`config.mk`:
```
export PLATFORM = sky130hd
export DESIGN_NAME = mole_game_ctrl
export DESIGN_NICKNAME = d
export VERILOG_FILES = /design/src/rtl/mole_game_ctrl.sv
export SDC_FILE = /design/constraint.sdc
export NUM_CORES = 1
export LEC_CHECK = 0
export BUFFER_PORTS_ARGS = -buffer_cell sky130_fd_sc_hd__buf_4
export CELL_PAD_IN_SITES_DETAIL_PLACEMENT = 2
export CELL_PAD_IN_SITES_GLOBAL_PLACEMENT = 2
export CORE_UTILIZATION = 35
export DETAILED_ROUTE_END_ITERATION = 7
export GPL_ROUTABILITY_DRIVEN = 0
export PLACE_DENSITY_LB_ADDON = 0.1
export SYNTH_ARGS = -nofsm -noshare
export SYNTH_HDL_FRONTEND = slang
export SYNTH_SLANG_ARGS = --single-unit
```
`constraint.sdc`:
```
create_clock -name clk -period 3.21 [get_ports clk]
set_clock_uncertainty 0.2 [all_clocks]
set_input_delay 0.4815 -clock clk [delete_from_list [all_inputs] [get_ports clk]]
set_output_delay 0.4815 -clock clk [all_outputs]
set_load 0.005 [all_outputs]
```
`src/rtl/mole_game_ctrl.sv`:
```
// Whack-a-mole game controller: picks pop-up ovals from a free-running LFSR,
// times the up/gap/hit phases, detects hits and keeps score and miss counts.
module mole_game_ctrl #(
  parameter int unsigned GAP_TIME   = 25000000,
  parameter int unsigned UP_TIME    = 50000000,
  parameter int unsigned UP_MIN     = 12500000,
  parameter int unsigned UP_STEP    = 2500000,
  parameter int unsigned HIT_TIME   = 10000000,
  parameter int unsigned MAX_MISSES = 3,
  parameter logic [15:0] LFSR_SEED  = 16'hACE1
) (
  input  logic       clk,
  input  logic       rst,
  input  logic       start_i,
  input  logic [4:0] btn_i,
  output logic [2:0] oval_select_o,
  output logic       mole_active_o,
  output logic       hit_flash_o,
  output logic [7:0] score_o,
  output logic [3:0] misses_o,
  output logic       game_over_o
);

  typedef enum logic [2:0] {IDLE, GAP, UP, HIT, OVER} state_e;

  localparam logic [31:0] GapLoad  = 32'(GAP_TIME - 1);
  localparam logic [31:0] HitLoad  = 32'(HIT_TIME - 1);
  localparam logic [31:0] UpInit   = 32'(UP_TIME);
  localparam logic [32:0] UpStep33 = 33'(UP_STEP);
  localparam logic [32:0] UpMin33  = 33'(UP_MIN);
  localparam logic [3:0]  MaxMiss  = 4'(MAX_MISSES);

  state_e      state_q, state_d;
  logic [15:0] lfsr_q, lfsr_d;
  logic [31:0] timer_q, timer_d;
  logic [31:0] upLen_q, upLen_d;
  logic [2:0]  prevIdx_q, prevIdx_d;
  logic [2:0]  oval_q, oval_d;
  logic        active_q, active_d;
  logic        flash_q, flash_d;
  logic [7:0]  score_q, score_d;
  logic [3:0]  misses_q, misses_d;
  logic        over_q, over_d;

  logic [2:0]  rawIdx, popIdx;
  logic [4:0]  selMask;
  logic        hitNow;
  logic [32:0] upDiff;
  logic [31:0] shrunkLen;
  logic [7:0]  scoreInc;
  logic [3:0]  missInc;

  // Galois LFSR runs every cycle regardless of game state.
  always_comb begin
    lfsr_d = lfsr_q[0] ? ((lfsr_q >> 1) ^ 16'hB400) : (lfsr_q >> 1);
  end

  // Fold the 3-bit random value into 0..4 and bump it if it repeats the last oval.
  always_comb begin
    rawIdx = (lfsr_q[2:0] >= 3'd5) ? (lfsr_q[2:0] - 3'd5) : lfsr_q[2:0];
    popIdx = rawIdx;
    if (rawIdx == prevIdx_q) begin
      popIdx = (rawIdx == 3'd4) ? 3'd0 : (rawIdx + 3'd1);
    end
  end

  always_comb begin
    selMask   = 5'b00001 << oval_q;
    hitNow    = |(btn_i & selMask);
    upDiff    = {1'b0, upLen_q} - UpStep33;
    shrunkLen = (upDiff[32] || (upDiff < UpMin33)) ? UpMin33[31:0] : upDiff[31:0];
    scoreInc  = (score_q == 8'hFF) ? score_q : (score_q + 8'd1);
    missInc   = misses_q + 4'd1;
  end

  always_comb begin
    state_d   = state_q;
    timer_d   = timer_q;
    upLen_d   = upLen_q;
    prevIdx_d = prevIdx_q;
    oval_d    = oval_q;
    active_d  = active_q;
    flash_d   = flash_q;
    score_d   = score_q;
    misses_d  = misses_q;
    over_d    = over_q;
    case (state_q)
      IDLE: begin
        if (start_i) begin
          state_d = GAP;
          timer_d = GapLoad;
        end
      end
      GAP: begin
        if (timer_q == 32'd0) begin
          state_d   = UP;
          oval_d    = popIdx;
          prevIdx_d = popIdx;
          active_d  = 1'b1;
          timer_d   = upLen_q - 32'd1;
        end else begin
          timer_d = timer_q - 32'd1;
        end
      end
      // A hit on the final up cycle still counts as a hit.
      UP: begin
        if (hitNow) begin
          state_d = HIT;
          score_d = scoreInc;
          upLen_d = shrunkLen;
          timer_d = HitLoad;
          flash_d = 1'b1;
        end else if (timer_q == 32'd0) begin
          misses_d = missInc;
          oval_d   = 3'd7;
          active_d = 1'b0;
          if (missInc == MaxMiss) begin
            state_d = OVER;
            over_d  = 1'b1;
          end else begin
            state_d = GAP;
            timer_d = GapLoad;
          end
        end else begin
          timer_d = timer_q - 32'd1;
        end
      end
      HIT: begin
        if (timer_q == 32'd0) begin
          state_d  = GAP;
          timer_d  = GapLoad;
          flash_d  = 1'b0;
          active_d = 1'b0;
          oval_d   = 3'd7;
        end else begin
          timer_d = timer_q - 32'd1;
        end
      end
      OVER: begin
        if (start_i) begin
          state_d   = GAP;
          timer_d   = GapLoad;
          score_d   = 8'd0;
          misses_d  = 4'd0;
          upLen_d   = UpInit;
          prevIdx_d = 3'd7;
          over_d    = 1'b0;
        end
      end
      default: begin
        state_d = IDLE;
      end
    endcase
  end

  always_ff @(posedge clk or posedge rst) begin
    if (rst) begin
      state_q   <= IDLE;
      lfsr_q    <= LFSR_SEED;
      timer_q   <= 32'd0;
      upLen_q   <= UpInit;
      prevIdx_q <= 3'd7;
      oval_q    <= 3'd7;
      active_q  <= 1'b0;
      flash_q   <= 1'b0;
      score_q   <= 8'd0;
      misses_q  <= 4'd0;
      over_q    <= 1'b0;
    end else begin
      state_q   <= state_d;
      lfsr_q    <= lfsr_d;
      timer_q   <= timer_d;
      upLen_q   <= upLen_d;
      prevIdx_q <= prevIdx_d;
      oval_q    <= oval_d;
      active_q  <= active_d;
      flash_q   <= flash_d;
      score_q   <= score_d;
      misses_q  <= misses_d;
      over_q    <= over_d;
    end
  end

  assign oval_select_o = oval_q;
  assign mole_active_o = active_q;
  assign hit_flash_o   = flash_q;
  assign score_o       = score_q;
  assign misses_o      = misses_q;
  assign game_over_o   = over_q;

endmodule

```
## Yosys cells after proc, flatten, opt, wreduce, memory -nomap -nowiden

Cells that the tools add are included.

- Output and inout port bits: 18
- Register bits: 104
- Logic and storage cells: 109

- Reductions and logical operators: 19
- Magnitude comparators: 2
- Muxes and demuxes: 48
- Shift-type cells: 1
- Eq/ne operators: 19
- Bitwise logic cells: 2
- Add/sub/neg operators: 7

Operators with widths:

| cell | number |
|---|---|
| $mux W32 | 9 |
| $pmux W32 S4 | 1 |
| $pmux W32 S2 | 1 |
| $sub A32 B1 Y32 const B | 2 |
| $mux W3 | 13 |
| $lt A33 B24 Y1 const B | 1 |
| $sub A32 B22 Y33 const B | 1 |
| $logic_not A32 Y1 | 1 |
| $mux W8 | 3 |
| $mux W16 | 1 |
| $ne A2 B2 Y1 const B | 8 |
| $pmux W8 S2 | 1 |
| $reduce_and A3 Y1 | 5 |
| $mux W4 | 3 |
| $pmux W3 S4 | 1 |
| $reduce_and A4 Y1 | 3 |
| $mux W1 | 9 |
| $pmux W3 S3 | 1 |
| $add A8 B1 Y8 const B | 1 |
| $eq A8 B8 Y1 const B | 1 |
| $pmux W4 S2 | 1 |
| $eq A3 B2 Y1 const B | 2 |
| $eq A3 B3 Y1 const B | 2 |
| $pmux W3 S2 | 1 |
| other kinds (23) | 26 |

## Logic depth before layout (Yosys ltp)

Gate-level depths: netlist (run 1).

- Depth after elaboration: 7
- Depth in mapped cells: 13
- Depth with buffers taken out: 11

## Worst setup path after synthesis (run 1)

Ideal clock, no wire load.

- Path kind: register to register
- From: register timer_q[12]
- To: register timer_q[29]
- Arrival time: 3.017 ns
- Path slack: -0.128 ns
- Cell stages (with the launch flop): 10
- Buffers on the path: 1
- Cells stage by stage: dfrtp_1 -> or4_1 -> or4b_1 -> buf_2 -> or3_4 -> or2_4 -> or4_4 -> nor3_2 -> o21ai_1 -> a22o_1

- Longest elaborated chain between the ends: 4
- Elaborated cells between the ends (all ways): 9

Ends and longest elaborated chain:

| element | RTL line | source |
|---|---|---|
| start, declared | 35 | `logic [31:0] timer_q, timer_d;` |
| start signal, assigned | 172 | `timer_q <= timer_d;` |
| $sub A32 B1 Y32 / $logic_not A32 Y1 (equally long branches) | -- |  |
| $mux W32 | 113 | `end else if (timer_q == 32'd0) begin` |
| $mux W32 | 107 | `if (hitNow) begin` |
| $pmux W32 S4 | 87 | `case (state_q)` |

Several ways; a longest one is shown, not always the timed one.
A chain may end at the register's enable or synchronous reset.

## Worst setup path in the final report (run 1)

- From: register timer_q[12]
- To: register timer_q[10]

- Longest elaborated chain between the ends: 4
- Elaborated cells between the ends (all ways): 8

Ends and longest elaborated chain:

| element | RTL line |
|---|---|
| $logic_not A32 Y1 * | 95, 113, 129 |
| $mux W32 | 113 |
| $mux W32 | 107 |
| $pmux W32 S4 | 87 |

Every way passes the cells marked *; elsewhere a longest branch is shown, timed or not.

==> results.py, run 1 <==
metrics = {
    "place": {
        "port_buffer_count": 25,
        "place.detailed.hpwl_um": 18600,
        "placed_cell_area_sq_mm": 0.00764,
        "dpl_worst_slack_ns": -0.258,
    },
    "worst_setup_path": {
        "worstPathMaxFanout": 5,
        "cp-start-kind": "register",
        "cp_data_required_time_ns": 3.21,
        "end_kind": "register",
        "worst_ep_arrival_time_ns": 3.56,
        "crit_path_max_incr_delay_ns": 0.62,
        "ordered_list_of_cells_on_the_worst_path": "or4_4 -> or4b_4 -> or4_1 -> o21ai_1 -> o21ai_0 -> o21ai_0 -> a31oi_1",
        "cpMaxStageDelayCell": "sky130_fd_sc_hd__or4_1",
        "worst_path_most_repeated_cell": "sky130_fd_sc_hd__o21ai_0",
        "criticalPathCategory": "register to register",
    },
    "sta": {
        "hold_viol": 0,
        "timing.final.max_slew_violations": 0,
        "period_needed_ns": 3.57,
        "post-route-period-util": 1.11,
        "unrepaired_setup_endpoints_after_global_routing": "true",
        "setup_viol": 55,
        "worst_pin_slew_ns": 0.991,
        "slew_headroom": 0.338,
        "fmaxAchievable_mhz": 280,
        "timing.final.ws_setup_ns": -0.358,
    },
    "grt": {
        "largest_net_degree_at_the_start_of_global_routing": 41,
        "busiest_layer": "met2",
        "via_count_of_the_first_global_routing_pass": 7658,
        "grt.total_usage": 0.291,
        "globalRouteMet3Util": 0.0454,
        "use_met1": 0.368,
        "grt_use_met2": 0.505,
        "number_of_antenna_violations_at_the_first_check_in_global_routing": 0,
        "globalRouteOverflowTotal": 0,
        "grt_first_pass_wirelength_um": 43800,
    },
    "final_layout": {
        "finish.instance_area_sq_mm": 0.00882,
        "post-route-util": 0.489,
        "antenna-diode-count": 0,
        "final_layout_size_suffix_gt1_frac": 0.336,
        "synthToLayoutAreaGrowth_pct": 36.2,
        "final_nets": 936,
        "layout_common_cells": "142 x sky130_fd_sc_hd__buf_4, 77 x sky130_fd_sc_hd__nor2_1, 73 x sky130_fd_sc_hd__dfrtp_1",
        "layout.cells.most_common": "sky130_fd_sc_hd__buf_4",
    },
    "min_path": {
        "min-delay-path-class": "primary input to async pin",
    },
    "floorplan": {
        "die_area_sq_mm": 0.0190,
        "die_height_um": 138,
        "dieWidth_um": 138,
        "core.rowCount": 49,
        "floorplan.initialDensity": 0.359,
        "floorplan.io_pins": 26,
        "core_region_area_sq_mm": 0.0180,
    },
    "job": {
        "cap_viol_max_count": 0,
    },
    "drt": {
        "detail_route.wirelength_um": 32000,
        "drt_drc_violations_left": 0,
        "dr_total_vias": 7224,
        "drt_first_pass_iters": 5,
        "antenna_violating_nets_left": 0,
        "post_drt_via_cell_ratio": 6.28,
        "routedWlPerCell_um": 27.9,
        "drt_iter0_markers": 389,
    },
    "power": {
        "power_density_mw_per_mm2": 727,
        "power_mw": 6.41,
        "p_leak_nw": 3.66,
        "irDropWorstVdd_mv": 0.385,
    },
    "clock_tree": {
        "postCtsHoldBufs": 0,
        "path_clk_slew_ns": 0.09,
        "clockRootBuffer": "sky130_fd_sc_hd__clkbuf_16",
        "cts_tree": "yes",
        "ctsLongestPathBuffers": 2,
        "cts_inserted_buffers": 9,
        "htree_num_levels": 3,
        "cts_sinks": 99,
        "clock_latency_ns": 0.37,
    },
    "status": {
        "status": "finished, violations left",
        "violations": "setup timing",
    },
    "logic_synthesis": {
        "syn_inst": 781,
        "async_flop_share": 1.00,
        "combinational_family_with_the_most_area_after_synthesis": "simple AND/OR/NAND/NOR gates",
        "postSynth.topFlopCell": "sky130_fd_sc_hd__dfrtp_1",
        "post_synth_edffs": 0,
        "syn_avg_cell_area_sq_um": 8.29,
        "yosysSeqAreaShare": 0.388,
        "synth-simple-area-share": 0.256,
        "synth.distinct_cells": 75,
        "post_synthesis_compound_gate_area_fraction": 0.219,
        "synth_xor_area_frac": 0.0622,
        "post_synth_mux_area_share": 0.00966,
        "yosys_warnings": 0,
        "syn-cell-area_sq_mm": 0.00647,
        "yosys.area_share.adder": 0.0232,
        "synth.ff_latch_count": 99,
        "syn-num-nets": 801,
    },
}
through the flow:
stage | std cells | hold WS (ns) | TNS [ns]
global route | 1150 | 0.173 | -9.21
floorplan | 781 | 0.131 | -0.129
global placement | 1099 | 0.141 | -1.06
finish | 1150 | 0.125 | -6.32
detailed placement | 1099 | 0.142 | -5.43
CTS | 1127 | 0.153 | -0.352
final cells by class:
type | instances | area (sq um)
Clock buffer | 9 | 225
Fill cell | 1924 | 9210
Timing Repair Buffer | 166 | 1400
Clock inverter | 7 | 82.6
Tap cell | 229 | 287
Sequential cell | 99 | 2510
Inverter | 24 | 93.8
Multi-Input combinational cell | 616 | 4220
metal layers:
metal / wire [um] / share of wire
met5: 0 / 0
met4: 1330 / 0.041
met3: 1480 / 0.046
met2: 16100 / 0.50
met1: 13100 / 0.41
sequential cells by signal, indices dropped and copies added (netlist names):
name           cells
score_o            8
state_q            3
prevIdx_q          3
misses_o           4
lfsr_q            16
hit_flash_o        1
game_over_o        1
mole_active_o      1
oval_select_o      3
timer_q           32
upLen_q           27
power breakdown:
part           switching, mW  internal (mW)  leakage (nW)  total [mW]
clock network          0.582          0.619         0.145        1.20
logic                   2.02           1.34          2.31        3.37
registers              0.310           1.53          1.20        1.84
cell usage after synthesis, types with 4 or more instances:
| library cell | count | area share |
|---|---|---|
| sky130_fd_sc_hd__or4_1 | 7 | 0.0081 |
| sky130_fd_sc_hd__and2_1 | 8 | 0.0077 |
| sky130_fd_sc_hd__clkbuf_1 | 34 | 0.020 |
| sky130_fd_sc_hd__o21ai_1 | 10 | 0.0077 |
| sky130_fd_sc_hd__o22a_1 | 5 | 0.0068 |
| sky130_fd_sc_hd__ha_1 | 12 | 0.023 |
| sky130_fd_sc_hd__nor3_1 | 29 | 0.022 |
| sky130_fd_sc_hd__o32ai_1 | 6 | 0.0081 |
| sky130_fd_sc_hd__dfstp_2 | 26 | 0.11 |
| sky130_fd_sc_hd__nand3_1 | 35 | 0.027 |
| sky130_fd_sc_hd__or3_1 | 11 | 0.011 |
| sky130_fd_sc_hd__nand4_1 | 14 | 0.014 |
| sky130_fd_sc_hd__mux2i_1 | 4 | 0.0062 |
| sky130_fd_sc_hd__nor4_1 | 14 | 0.014 |
| sky130_fd_sc_hd__o21ai_0 | 56 | 0.043 |
| sky130_fd_sc_hd__buf_2 | 10 | 0.0077 |
| sky130_fd_sc_hd__a22o_1 | 10 | 0.014 |
| sky130_fd_sc_hd__o22ai_1 | 9 | 0.0087 |
| sky130_fd_sc_hd__nand2b_1 | 11 | 0.011 |
| sky130_fd_sc_hd__xnor2_1 | 25 | 0.034 |
| sky130_fd_sc_hd__a31oi_1 | 11 | 0.011 |
| sky130_fd_sc_hd__a21oi_1 | 62 | 0.048 |
| sky130_fd_sc_hd__o21a_1 | 12 | 0.014 |
| sky130_fd_sc_hd__xor2_1 | 21 | 0.028 |
| sky130_fd_sc_hd__nand2_1 | 71 | 0.041 |
| sky130_fd_sc_hd__dfrtp_1 | 73 | 0.28 |
| sky130_fd_sc_hd__nor2_1 | 84 | 0.049 |
| sky130_fd_sc_hd__inv_1 | 23 | 0.013 |
| sky130_fd_sc_hd__a22oi_1 | 4 | 0.0046 |
| sky130_fd_sc_hd__o211ai_1 | 4 | 0.0046 |
| sky130_fd_sc_hd__a211oi_1 | 5 | 0.0058 |
| sky130_fd_sc_hd__or2_2 | 10 | 0.0097 |
path summary, 6_finish.rpt:
kind / depth (start not counted) / from / slack (ns) / endpoint
min reg2reg: 0 / lfsr_q[3] / 0.17 / lfsr_q[2]
max in group asynchronous: 3 / rst / 1.92 / lfsr_q[0]
min in group clk: 0 / lfsr_q[3] / 0.17 / lfsr_q[2]
min: 2 / rst / 0.13 / score_o[3]
max: 7 / timer_q[12] / -0.36 / timer_q[10]
max reg2reg: 7 / timer_q[12] / -0.36 / timer_q[10]
cells by family after synthesis:
family,after synthesis
xor+xnor,46
mux,5
compound gates,224
fa+ha+maj,12
simple gates,325
buf+inv,70
flops,99
critical path, delay by kind of cell, from the launching register on:
| kind | cells | cell delay (ns) |
|---|---|---|
| flops | 1 | 0.41 |
| compound gates | 4 | 1.05 |
| simple gates | 3 | 1.73 |
repair_timing:
| action | in CTS | in global routing |
|---|---|---|
| resized for setup | 33 | 106 |
| buffers inserted | 6 | 22 |
| cloned | 6 | 4 |
| pin swaps | 2 | 32 |
| endpoints found under the setup margin | 61 | 67 |
Power figures use the tool's default switching activity.
==> inputs of run 2 (changes only) <==
--- a/config.mk
+++ b/config.mk
@@ -11,5 +11,6 @@
 export CORE_UTILIZATION = 35
+export CTS_CLUSTER_DIAMETER = 30
 export DETAILED_ROUTE_END_ITERATION = 7
 export GPL_ROUTABILITY_DRIVEN = 0
-export PLACE_DENSITY_LB_ADDON = 0.1
+export PLACE_DENSITY_LB_ADDON = 0.08
 export SYNTH_ARGS = -nofsm -noshare
--- a/constraint.sdc
+++ b/constraint.sdc
@@ -4,2 +4,2 @@
 set_output_delay 0.4815 -clock clk [all_outputs]
-set_load 0.005 [all_outputs]
+set_load 0.02 [all_outputs]
==> run 2 against run 1 <==
  * The run still ends with setup timing left
  * Final cell count unchanged
  * Fmax rose by 5.1%
  * Non-clock buffer count increased by 1
  * First-iteration DRC count shrank 6.9%
  * Clock power is 4% lower
  * Global-route usage is 0.20 points lower
  * Count of clock-buffer cells in the layout stayed put
  * Critical path depth is 5 higher
  * Die area did not move
  * Sequential cell count did not move
  * Critical path type unchanged
  * Critical endpoint is now timer_q[21]
  * Largest power group unchanged
==> results.py, run 2 (synthesized netlist as in run 1, its figures left out) <==
metrics = {
    "final_layout": {
        "ff_latch_area_sq_mm": 0.00251,
        "reg_top3": "timer_q x32, upLen_q x27, lfsr_q x16",
        "antenna-diode-count": 0,
        "final_layout_size_suffix_gt1_frac": 0.334,
        "synthToLayoutAreaGrowth_pct": 36.3,
        "largest_register_ffs": 32,
        "fillCellCount": 1967,
        "layout_common_cells": "142 x sky130_fd_sc_hd__buf_4, 76 x sky130_fd_sc_hd__nor2_1, 73 x sky130_fd_sc_hd__dfrtp_1",
        "multi_input_logic_area_sq_mm": 0.00418,
        "post_layout_nonfiller_instances": 1150,
        "post-route-util": 0.490,
        "finish.instance_area_sq_mm": 0.00883,
        "largest_register": "timer_q",
        "final_nets": 936,
        "layout.cells.most_common": "sky130_fd_sc_hd__buf_4",
    },
    "clock_tree": {
        "ctsLongestPathBuffers": 2,
        "postCtsHoldBufs": 0,
        "cts_tree": "yes",
        "cts_inserted_buffers": 9,
        "clock_latency_ns": 0.38,
        "cts_sinks": 99,
        "htree_num_levels": 3,
        "path_clk_slew_ns": 0.08,
        "clockRootBuffer": "sky130_fd_sc_hd__clkbuf_16",
    },
    "worst_setup_path": {
        "worst_ep_arrival_time_ns": 3.45,
        "criticalPathCategory": "register to register",
        "cpLargestDelayFamily": "simple AND/OR/NAND/NOR gates",
        "cp-startpoint": "timer_q[12]",
        "r2r-start": "timer_q[12]",
        "worst-path-buf-inv": 4,
        "cp_data_required_time_ns": 3.27,
        "crit_path_max_incr_delay_ns": 0.58,
        "cpMaxStageDelayCell": "sky130_fd_sc_hd__or4b_4",
        "ordered_list_of_cells_on_the_worst_path": "or4_4 -> or4b_4 -> buf_4 -> buf_6 -> nor4_2 -> buf_4 -> nand3_4 -> nor2_4 -> buf_4 -> a21oi_2 -> o31a_1 -> o22a_1",
        "worst_path_most_repeated_cell": "sky130_fd_sc_hd__buf_4",
        "worstPathMaxFanout": 5,
        "end_kind": "register",
        "cp-start-kind": "register",
    },
    "grt": {
        "globalRouteOverflowTotal": 0,
        "largest_net_degree_at_the_start_of_global_routing": 100,
        "number_of_antenna_violations_at_the_first_check_in_global_routing": 0,
        "grt_first_pass_wirelength_um": 43400,
        "grt.total_usage": 0.289,
        "via_count_of_the_first_global_routing_pass": 7601,
    },
    "floorplan": {
        "die_area_sq_mm": 0.0190,
        "dieWidth_um": 138,
        "core.rowCount": 49,
        "floorplan.initialDensity": 0.359,
        "floorplan.io_pins": 26,
        "core_region_area_sq_mm": 0.0180,
        "die_height_um": 138,
    },
    "sta": {
        "post-route-period-util": 1.06,
        "unrepaired_setup_endpoints_after_global_routing": "true",
        "worst_pin_slew_ns": 0.939,
        "setup_total_negative_slack_ns": -5.52,
        "slew_headroom": 0.372,
        "hold_viol": 0,
        "timing.final.max_slew_violations": 0,
        "timing.final.ws_setup_ns": -0.184,
        "period_needed_ns": 3.39,
        "setup_viol": 53,
        "fmaxAchievable_mhz": 295,
    },
    "power": {
        "power_density_mw_per_mm2": 729,
        "power_mw": 6.44,
        "p_leak_nw": 3.65,
        "pwr-share-clk": 0.179,
        "irDropWorstVdd_mv": 0.448,
        "power.sequential.fraction": 0.287,
        "internal_power_mw": 3.50,
        "comb_power_share": 0.534,
        "switchingPower_mw": 2.94,
        "netSwitchingFraction": 0.457,
    },
    "place": {
        "port_buffer_count": 25,
        "placed_cell_area_sq_mm": 0.00759,
        "place.detailed.hpwl_um": 18000,
        "dp.cells": 1090,
    },
    "status": {
        "status": "finished, violations left",
        "violations": "setup timing",
    },
    "drt": {
        "drt_drc_violations_left": 0,
        "routedWlPerCell_um": 26.9,
        "post_drt_via_cell_ratio": 6.19,
        "drt_iter0_markers": 362,
        "dr_total_vias": 7113,
        "detail_route.wirelength_um": 30900,
        "antenna_violating_nets_left": 0,
        "drt_first_pass_iters": 4,
    },
    "min_path": {
        "min-delay-path-class": "primary input to async pin",
    },
    "job": {
        "cap_viol_max_count": 0,
    },
}
==> run 2: changes by cell type in the layout (fill, tap and decap cells not counted), sizes merged <==
cell / previous run / this run
clkbuf: 10 / 9
inv: 25 / 27
a21oi: 67 / 66
buf: 165 / 167
bufinv: 1 / 0
clkinv: 2 / 1
==> run 2: power groups by stage <==
stage | sequential [mW] | clock [mW] | combinational, mW
floorplan | 1.72 | 0 | 1.58
global placement | 1.79 | 0 | 2.50
detailed placement | 1.82 | 0 | 2.64
CTS | 1.81 | 1.16 | 2.92
global route | 1.87 | 1.22 | 3.61
finish | 1.85 | 1.15 | 3.44
==> run 2: area by class of cell <==
class / instances / area share
well taps: 229 / 0.0325
multi-input cells: 615 / 0.473
inverters: 24 / 0.0106
clock inverters: 7 / 0.00751
flip-flops and latches: 99 / 0.284
repair buffers: 167 / 0.166
clock buffers: 9 / 0.0255
==> run 2: per-layer routing <==
metal	routed length, um	GRT usage	share of wire
met1	12800	0.364	0.41
met2	16100	0.500	0.52
met3	1130	0.0430	0.037
met4	925	0.103	0.030
met5	0	0	0
==> run 2: path summary, 6_finish.rpt <==
| check | endpoint | slack (ns) | cells after the start |
|---|---|---|---|
| worst max-delay path | timer_q[21] | -0.18 | 12 |
| max in group asynchronous | timer_q[4] | 2.27 | 3 |
| worst min register to register | lfsr_q[7] | 0.15 | 0 |
| min in group clk | lfsr_q[7] | 0.15 | 0 |
| worst min-delay path | score_o[7] | 0.07 | 3 |
| worst max register to register | timer_q[21] | -0.18 | 12 |
==> run 2: per-stage QoR <==
stage          setup slack (ns)  hold WS (ns)
5_1_grt                  -0.232         0.122
3_3_place_gp             -0.156         0.133
3_5_place_dp             -0.245         0.138
6_report                 -0.184        0.0747
2_1_floorplan           -0.0973         0.131
4_1_cts                  -0.183         0.112
==> run 2: what timing repair did <==
action,in CTS,in global routing
cloned,2,3
gates resized for setup,67,70
pin swaps,23,33
endpoints found under the setup margin,61,61
setup buffers,18,21
==> run 2: worst register-to-register path, cell delays in order, from the launching register on <==
cell and delay [ns]:
sky130_fd_sc_hd__dfrtp_1 0.40, sky130_fd_sc_hd__or4_4 0.55, sky130_fd_sc_hd__or4b_4 0.58, sky130_fd_sc_hd__buf_4 0.17
sky130_fd_sc_hd__buf_6 0.12, sky130_fd_sc_hd__nor4_2 0.13, sky130_fd_sc_hd__buf_4 0.19, sky130_fd_sc_hd__nand3_4 0.13
sky130_fd_sc_hd__nor2_4 0.18, sky130_fd_sc_hd__buf_4 0.18, sky130_fd_sc_hd__a21oi_2 0.11, sky130_fd_sc_hd__o31a_1 0.17
sky130_fd_sc_hd__o22a_1 0.18
==> inputs of run 3 (changes only) <==
--- a/constraint.sdc
+++ b/constraint.sdc
@@ -4,2 +4,2 @@
 set_output_delay 0.4815 -clock clk [all_outputs]
-set_load 0.02 [all_outputs]
+set_load 0.1 [all_outputs]
==> run 3 against run 2 <==
  * The run still ends with setup timing left
  * Cell area is 0.20% higher
  * Total power grew 0.90%
  * Sequential power is essentially flat
  * Register-to-register slack about the same
  * Combinational power grew 2%
  * Setup slack better by 0.0029 ns
  * Sequential share of layout area about the same
  * Critical path type unchanged
==> results.py, run 3 (synthesized netlist as in run 1, its figures left out) <==
metrics = {
    "worst_setup_path": {
        "cp_data_required_time_ns": 3.29,
        "criticalPathCategory": "register to register",
        "crit_path_max_incr_delay_ns": 0.54,
        "cpMaxStageDelayCell": "sky130_fd_sc_hd__or4b_4",
        "end_kind": "register",
        "rr_worst_depth": 12,
        "cpLargestDelayFamily": "simple AND/OR/NAND/NOR gates",
        "worst_path_most_repeated_cell": "sky130_fd_sc_hd__buf_4",
        "cp-start-kind": "register",
        "worst_ep_arrival_time_ns": 3.47,
        "ordered_list_of_cells_on_the_worst_path": "or4_4 -> or4b_4 -> buf_4 -> buf_6 -> nor4_4 -> buf_4 -> nand3_4 -> nor2_4 -> buf_12 -> a21oi_2 -> buf_4 -> a21oi_1",
        "cp.depth": 12,
        "worstPathMaxFanout": 6,
        "worst-path-buf-inv": 5,
    },
    "final_layout": {
        "largest_register": "timer_q",
        "layout.cells.most_common": "sky130_fd_sc_hd__buf_4",
        "layout_common_cells": "145 x sky130_fd_sc_hd__buf_4, 77 x sky130_fd_sc_hd__nor2_1, 73 x sky130_fd_sc_hd__dfrtp_1",
        "reg_top3": "timer_q x32, upLen_q x27, lfsr_q x16",
        "fillCellCount": 1937,
        "final_nets": 934,
        "synthToLayoutAreaGrowth_pct": 36.6,
        "largest_register_ffs": 32,
        "antenna-diode-count": 0,
        "post_layout_nonfiller_instances": 1148,
        "final_layout_size_suffix_gt1_frac": 0.336,
    },
    "power": {
        "power_density_mw_per_mm2": 734,
        "irDropWorstVdd_mv": 0.444,
        "power_mw": 6.49,
        "p_leak_nw": 3.65,
    },
    "clock_tree": {
        "postCtsHoldBufs": 0,
        "ctsLongestPathBuffers": 2,
        "clock_latency_ns": 0.37,
        "cts_sinks": 99,
        "htree_num_levels": 3,
        "path_clk_slew_ns": 0.08,
        "cts_tree": "yes",
        "clockRootBuffer": "sky130_fd_sc_hd__clkbuf_16",
        "cts_inserted_buffers": 9,
    },
    "floorplan": {
        "die_area_sq_mm": 0.0190,
        "dieWidth_um": 138,
        "core.rowCount": 49,
        "floorplan.io_pins": 26,
        "die_height_um": 138,
        "floorplan.initialDensity": 0.359,
        "core_region_area_sq_mm": 0.0180,
    },
    "sta": {
        "worst_pin_slew_ns": 0.760,
        "timing.final.max_slew_violations": 0,
        "slew_headroom": 0.491,
        "unrepaired_setup_endpoints_after_global_routing": "true",
        "hold_viol": 0,
        "post-route-period-util": 1.06,
        "setup_viol": 35,
        "fmaxAchievable_mhz": 295,
        "worst_hold_slack_ns": 0.00417,
        "timing.final.ws_setup_ns": -0.181,
        "period_needed_ns": 3.39,
    },
    "drt": {
        "dr_total_vias": 6994,
        "drt_iter0_markers": 449,
        "post_drt_via_cell_ratio": 6.09,
        "drt_drc_violations_left": 0,
        "antenna_violating_nets_left": 0,
        "detail_route.wirelength_um": 30200,
        "routedWlPerCell_um": 26.3,
        "drt_first_pass_iters": 5,
    },
    "job": {
        "cap_viol_max_count": 0,
    },
    "place": {
        "dpl_worst_slack_ns": -0.250,
        "dp.cells": 1104,
        "place.detailed.hpwl_um": 18800,
        "port_buffer_count": 25,
    },
    "grt": {
        "largest_net_degree_at_the_start_of_global_routing": 74,
        "grt_first_pass_wirelength_um": 43000,
        "grt.total_usage": 0.288,
        "globalRouteOverflowTotal": 0,
        "via_count_of_the_first_global_routing_pass": 7537,
        "number_of_antenna_violations_at_the_first_check_in_global_routing": 1,
    },
    "status": {
        "violations": "setup timing",
        "status": "finished, violations left",
    },
    "min_path": {
        "min-delay-path-class": "primary input to async pin",
    },
}
-- run 3: worst reg2reg max path: cells and delay by family (launching register included) --
family | cells | cell delay (ns)
AOI/OAI and AO/OA | 2 | 0.29
DFF | 1 | 0.41
and+or+nand+nor | 5 | 1.53
buffers and inverters | 5 | 0.87
-- run 3: routing by layer --
| layer | vias up | GRT usage | share of wire |
|---|---|---|---|
| met5 | - | 0 | 0.00043 |
| met4 | 2 | 0.113 | 0.034 |
| met3 | 73 | 0.0378 | 0.033 |
| met2 | 171 | 0.521 | 0.52 |
| met1 | 3647 | 0.346 | 0.41 |
| li1 | 3101 | - | - |
-- run 3: area by class of cell --
class,count,area (sq um),share of cell area
timing repair buffer,163,1400,0.158
clock inverter,7,73.8,0.00835
multi-input combinational,617,4250,0.480
sequential,99,2510,0.284
inverter,24,93.8,0.0106
clock buffer,9,225,0.0255
tap,229,287,0.0324
-- run 3: power breakdown --
part           internal [mW]  switching, mW  total (mW)
Sequential              1.53          0.299        1.83
Combinational           1.37           2.14        3.51
Clock                  0.558          0.596        1.15
-- run 3: final timing paths --
kind | from | end | slack [ns]
worst max-delay path | timer_q[13] | timer_q[19] | -0.18
worst min-delay path | rst | score_o[1] | 0.004
worst max register to register | timer_q[13] | timer_q[19] | -0.18
worst min register to register | lfsr_q[8] | lfsr_q[7] | 0.16
max in group asynchronous | rst | lfsr_q[6] | 1.96
min in group clk | lfsr_q[8] | lfsr_q[7] | 0.16
-- run 3: metrics by stage --
stage | utilization | setup TNS (ns) | area, sq um
finish | 0.491 | -2.63 | 8840
global route | 0.491 | -7.17 | 8840
CTS | 0.461 | -0.842 | 8310
global placement | 0.427 | -0.398 | 7700
floorplan | - | -0.127 | 6520
detailed placement | 0.427 | -6.36 | 7700
-- run 3: repair_timing --
action	CTS	global route
gates resized for setup	46	75
cloned	5	4
setup buffers	6	14
endpoints found under the hold margin	0	0
setup endpoints to repair	61	68
pin swaps	15	37
